[src/rtl/apb_mem_slave.sv]
// APB3/APB4 scratch/config RAM slave with configurable width, depth and wait states.
// Errored (misaligned or out-of-range) transfers complete with Pslverr and bump a saturating counter.
module apb_mem_slave #(
  parameter int DATA_W      = 32,
  parameter int ADDR_W      = 32,
  parameter int DEPTH       = 32,
  parameter int WAIT_STATES = 0,
  parameter int ERR_CNT_W   = 16
) (
  input  logic                   Pclk,
  input  logic                   Prst,
  input  logic [ADDR_W-1:0]      Paddr,
  input  logic                   Pselx,
  input  logic                   Penable,
  input  logic                   Pwrite,
  input  logic [DATA_W-1:0]      Pwdata,
  input  logic [DATA_W/8-1:0]    Pstrb,
  output logic                   Pready,
  output logic                   Pslverr,
  output logic [DATA_W-1:0]      Prdata,
  output logic [ERR_CNT_W-1:0]   err_cnt
);

  localparam int BYTES = DATA_W / 8;
  localparam int OFF   = $clog2(BYTES);
  localparam int IDX_W = $clog2(DEPTH);
  localparam int CNT_W = 4;
  localparam logic [ADDR_W-1:0] LANE_MASK = ADDR_W'(BYTES - 1);
  localparam logic [ADDR_W-1:0] DEPTH_A   = ADDR_W'(DEPTH);

  typedef enum logic [1:0] {
    S_IDLE  = 2'd0,
    S_WAIT  = 2'd1,
    S_READY = 2'd2
  } state_t;

  // Misaligned low bits, or any word index beyond the array, is an error.
  function automatic logic addr_bad(input logic [ADDR_W-1:0] a);
    addr_bad = ((a & LANE_MASK) != {ADDR_W{1'b0}}) || ((a >> OFF) >= DEPTH_A);
  endfunction

  logic [DATA_W-1:0] r_mem [DEPTH];

  state_t            r_state;
  logic [CNT_W-1:0]  r_cnt;
  logic [IDX_W-1:0]  r_idx;
  logic              r_write;
  logic              r_err;
  logic [DATA_W-1:0] r_wdata;
  logic [BYTES-1:0]  r_strb;

  logic [IDX_W-1:0]  w_idx;
  logic              w_err;
  logic              w_setup;
  logic              w_access;
  logic              w_commit;

  assign w_idx    = Paddr[OFF +: IDX_W];
  assign w_err    = addr_bad(Paddr);
  assign w_setup  = Pselx & ~Penable;
  assign w_access = Pselx & Penable;
  assign w_commit = (r_state == S_READY) & w_access & r_write & ~r_err;

  // Transfer FSM; all bus outputs are registered and only nonzero in READY.
  always_ff @(posedge Pclk or negedge Prst) begin
    if (!Prst) begin
      r_state <= S_IDLE;
      r_cnt   <= {CNT_W{1'b0}};
      r_idx   <= {IDX_W{1'b0}};
      r_write <= 1'b0;
      r_err   <= 1'b0;
      r_wdata <= {DATA_W{1'b0}};
      r_strb  <= {BYTES{1'b0}};
      Pready  <= 1'b0;
      Pslverr <= 1'b0;
      Prdata  <= {DATA_W{1'b0}};
      err_cnt <= {ERR_CNT_W{1'b0}};
    end else begin
      case (r_state)
        S_IDLE: begin
          Pready  <= 1'b0;
          Pslverr <= 1'b0;
          Prdata  <= {DATA_W{1'b0}};
          if (w_setup) begin
            r_idx   <= w_idx;
            r_write <= Pwrite;
            r_wdata <= Pwdata;
            r_strb  <= Pstrb;
            r_err   <= w_err;
            r_cnt   <= CNT_W'(WAIT_STATES);
            if (WAIT_STATES == 0) begin
              r_state <= S_READY;
              Pready  <= 1'b1;
              Pslverr <= w_err;
              Prdata  <= (!Pwrite && !w_err) ? r_mem[w_idx] : {DATA_W{1'b0}};
            end else begin
              r_state <= S_WAIT;
            end
          end
        end
        S_WAIT: begin
          if (!w_access) begin
            r_state <= S_IDLE;
          end else if (r_cnt == CNT_W'(1)) begin
            r_state <= S_READY;
            Pready  <= 1'b1;
            Pslverr <= r_err;
            Prdata  <= (!r_write && !r_err) ? r_mem[r_idx] : {DATA_W{1'b0}};
          end else begin
            r_cnt <= r_cnt - CNT_W'(1);
          end
        end
        S_READY: begin
          // Completion and abort both return to IDLE; only completion counts errors.
          r_state <= S_IDLE;
          Pready  <= 1'b0;
          Pslverr <= 1'b0;
          Prdata  <= {DATA_W{1'b0}};
          if (w_access && r_err && (err_cnt != {ERR_CNT_W{1'b1}})) begin
            err_cnt <= err_cnt + ERR_CNT_W'(1);
          end
        end
        default: begin
          r_state <= S_IDLE;
          Pready  <= 1'b0;
          Pslverr <= 1'b0;
          Prdata  <= {DATA_W{1'b0}};
        end
      endcase
    end
  end

  // Storage is deliberately not reset; byte lanes commit only on a clean completion.
  always_ff @(posedge Pclk) begin
    if (w_commit) begin
      for (int i = 0; i < BYTES; i++) begin
        if (r_strb[i]) begin
          r_mem[r_idx][i*8 +: 8] <= r_wdata[i*8 +: 8];
        end
      end
    end
  end

endmodule

[config.mk]
export PLATFORM = sky130hd
export DESIGN_NAME = apb_mem_slave
export DESIGN_NICKNAME = d
export VERILOG_FILES = /design/src/rtl/apb_mem_slave.sv
export SDC_FILE = /design/constraint.sdc
export NUM_CORES = 1
export LEC_CHECK = 0
export CELL_PAD_IN_SITES_DETAIL_PLACEMENT = 0
export CELL_PAD_IN_SITES_GLOBAL_PLACEMENT = 1
export CORE_UTILIZATION = 35
export CTS_CLUSTER_SIZE = 28
export DETAILED_ROUTE_END_ITERATION = 12
export PLACE_DENSITY_LB_ADDON = 0.3
export SETUP_SLACK_MARGIN = 0.3
export SYNTH_ARGS = -nofsm -noshare
export SYNTH_HDL_FRONTEND = slang
export SYNTH_SLANG_ARGS = --single-unit
[constraint.sdc]
create_clock -name Pclk -period 1.7 [get_ports Pclk]
set_input_delay 0.255 -clock Pclk [delete_from_list [all_inputs] [get_ports Pclk]]
set_output_delay 0.255 -clock Pclk [all_outputs]
set_load 0.01 [all_outputs]
==> results.toml <==
[finish]
area_growth_pct = 30.4
drive_gt1_frac = 0.368
final_nets = 2921
antenna_cells = 0
fill_cells = 10300

[detailed_routing]
vias = 23600
drtIter0Drc = 2140
firstDrtPassIters = 5
avgRoutedWirePerCell_um = 25.3
via_per_inst = 5.16
drc = 0
ant_nets = 0
routed_wl_um = 116000

[clock_tree]
htree_levels = 3
clock-sinks = 1118
cts_tree = "yes"
root_buffer = "clkbuf_16"
cts_max_path_buffers = 3
clkLatencyLatePin_ns = 0.70
numCtsBuffers = 113
clk_pin_slew_ns = 0.06

[synthesis]
mappedNetlistNets = 2400
async_reset_ff_frac = 0.0841
synthesis.area_mm2 = 0.0434
ys_ff_latch = 1118
ys_dominant_reg_cell = "edfxtp_1"
ys_top_cells_by_count = "1,024 x edfxtp_1, 232 x nand2_1, 170 x mux2i_1"
yosysMostFrequentCell = "edfxtp_1"
synth_enable_flop_cells = 1024
ys_types = 43
synth_top_area_frac = 0.709
synthTopCellsByArea = "edfxtp_1 71%, mux4_2 7.8%, dfrtp_1 5.4%"
yosys_warnings = 0
ys_seq_area_frac = 0.763
yosysTopAreaCell = "edfxtp_1"
synth_cells = 2326
avgSynthCellArea_um2 = 18.7

[setup_path]
critPathArrivalTime_ns = 2.46
required_ns = 2.32
endpoint = "Prdata[6]"
r2r_cells = 5
r2r_start = "r_state[1]"
worstSetupEndpointType = "flop"
start_kind = "flop"
critPathKind = "flop to flop"
critPathMaxFanout = 10
rrSetupSlack_ns = -0.14
crit_start = "r_state[1]"
rr_endpoint = "Prdata[6]"

[global_route]
antenna_found_initial = 1
grt_overflow = 0
grt_use_total = 0.183
grt_max_degree = 46
grt_pass1_wl_um = 167000
grt_pass1_vias = 24400

[power_and_ir_drop]
p_leak_nw = 19.4
p_int_w = 0.0474
p_sw_w = 0.0136
power.share.clock = 0.405
seqPwrFrac = 0.512
ir_drop_uv = 865
switching_share = 0.222
combPwrFrac = 0.083
total_power_w = 0.0610
powerDensity_mw_per_mm2 = 1080

[sta]
fin_ws_ns = -0.138
hold_viol = 0
fmaxAchievable_ghz = 0.544
rsz0062_at_grt = "yes"
slew_headroom = 0.135
final-max-slew-violation-count = 0
finalCritPeriodShare = 1.08
setup_viol = 967
clock_skew_ns = 0.0161
worst_pin_slew_ns = 1.30
period_needed_ns = 1.84

[placed_design]
io_buffers = 122
preCtsSetupSlack_ns = -0.754
post-dp-hpwl_um = 77200
gp_routability_congestion = 0.829

[floorplanning]
fp.dieW_um = 354
core_area_mm2 = 0.122
die-area_mm2 = 0.125
start_util = 0.355
row_count = 128
num_io_pins = 123
chipHeight_um = 354

[flow_run]
maxCapViolations = 0

[status]
status = "complete, but fails checks"
violations = "negative setup slack"

[min_path]
hold_path.class = "primary input to asynchronous set/reset pin"
## worst min path at each step
stage,from,endpoint,slack (ns),cells past startpoint
3_3_place_gp,Prst,r_wdata[21],0.23,1
6_report,Prst,r_wdata[21],0.06,2
2_1_floorplan,Prst,Prdata[0],-0.04,0
4_1_cts,Pwdata[28],r_wdata[28],0.05,3
5_1_grt,Pwdata[10],r_wdata[10],0.09,3
3_5_place_dp,Prst,r_wdata[21],0.24,1
## layout make-up
cell class | count | area, µm² | share of cell area
well taps | 1625 | 2030 | 0.0359
clock inverters | 63 | 576 | 0.0102
multi-input cells | 1066 | 11000 | 0.194
clock buffers | 147 | 3140 | 0.0556
flip-flops and latches | 1118 | 33100 | 0.585
repair buffers | 545 | 6710 | 0.119
inverters | 3 | 13.8 | 0.000243
## critical path: stages, from the launching register on
cell and delay (ns):
dfrtp_1 0.40, or3b_4 0.50, nor4b_4 0.34, buf_6 0.19, buf_12 0.17, a22o_1 0.16
## repair_timing
action                                  4_1_cts  5_1_grt
buffers inserted                             41        6
gates cloned                                  1        3
endpoints found under the hold margin        88        0
endpoints found under the setup margin     1231     1231
pin swaps                                    19       26
hold buffers                                  1        0
resized for setup                           260       19
## power groups by stage
stage	clock, W	combinational, W	sequential [W]
floorplan	0	0.00196	0.0322
global placement	0	0.00477	0.0318
detailed placement	0	0.00491	0.0318
CTS	0.0252	0.00509	0.0312
global route	0.0262	0.00540	0.0312
finish	0.0247	0.00506	0.0312
## flip-flops by register name, indices dropped and copies added, names as in the netlist, 4 cells and up
| name | count |
|---|---|
| Prdata | 32 |
| r_mem | 1024 |
| r_idx | 5 |
| err_cnt | 16 |
| r_wdata | 32 |
| r_strb | 4 |
## per-layer routing
metal | vias up | GRT usage | wire, µm | part of all wire
li1 | 10400 | - | - | -
met1 | 12400 | 0.258 | 51300 | 0.44
met2 | 650 | 0.297 | 55800 | 0.48
met3 | 153 | 0.0230 | 5720 | 0.049
met4 | 0 | 0.0544 | 2840 | 0.025
met5 | - | 0 | 0 | 0
## logic make-up (layout without fill, tap and decap cells)
family	count (synthesis)	in the layout	synth area share
and+or+nand+nor	417	417	0.0393
adders and majority gates	1	1	0.000288
buffers and inverters	142	758	0.0170
muxes	363	363	0.128
xor gates and xnor gates	15	15	0.00303
AOI/OAI and AO/OA	270	270	0.0490
DFF	1118	1118	0.763
## cells in the final DEF, fill, tap and decap left out, types with 5 or more instances in the layout
cell type,n
a21oi_1,73
a21oi_2,11
a221oi_1,34
a221oi_2,29
a22o_1,32
a22oi_1,22
buf_12,181
buf_2,27
buf_4,215
buf_6,44
bufinv_16,10
clkbuf_1,22
clkbuf_16,121
clkbuf_8,7
clkdlybuf4s50_1,68
clkinv_1,24
clkinv_2,16
clkinvlp_4,7
dfrtp_1,81
dfrtp_2,13
edfxtp_1,1024
mux2_2,42
mux2i_1,170
mux4_2,150
nand2_1,194
nand2_2,17
nand2_4,17
nand3_1,5
nor2_4,129
nor4_1,6
o21ai_0,12
o21ai_1,11
o221ai_1,42
xnor2_1,7
xor2_1,7
## per-stage QoR
| stage | area [µm²] | hold slack, ns | setup TNS, ns | util | std cells |
|---|---|---|---|---|---|
| 3_5_place_dp | 52000 | 0.239 | -511.84 | 0.425 | 4305 |
| 5_1_grt | 56600 | 0.0903 | -120.84 | 0.462 | 4567 |
| 6_report | 56600 | 0.0627 | -47.69 | 0.462 | 4567 |
| 3_3_place_gp | 52000 | 0.228 | -487.12 | 0.425 | 4305 |
| 2_1_floorplan | 45300 | -0.0406 | -5.18 | - | 2326 |
| 4_1_cts | 56400 | 0.0499 | -49.93 | 0.461 | 4558 |
Power figures use the tool's default switching activity.
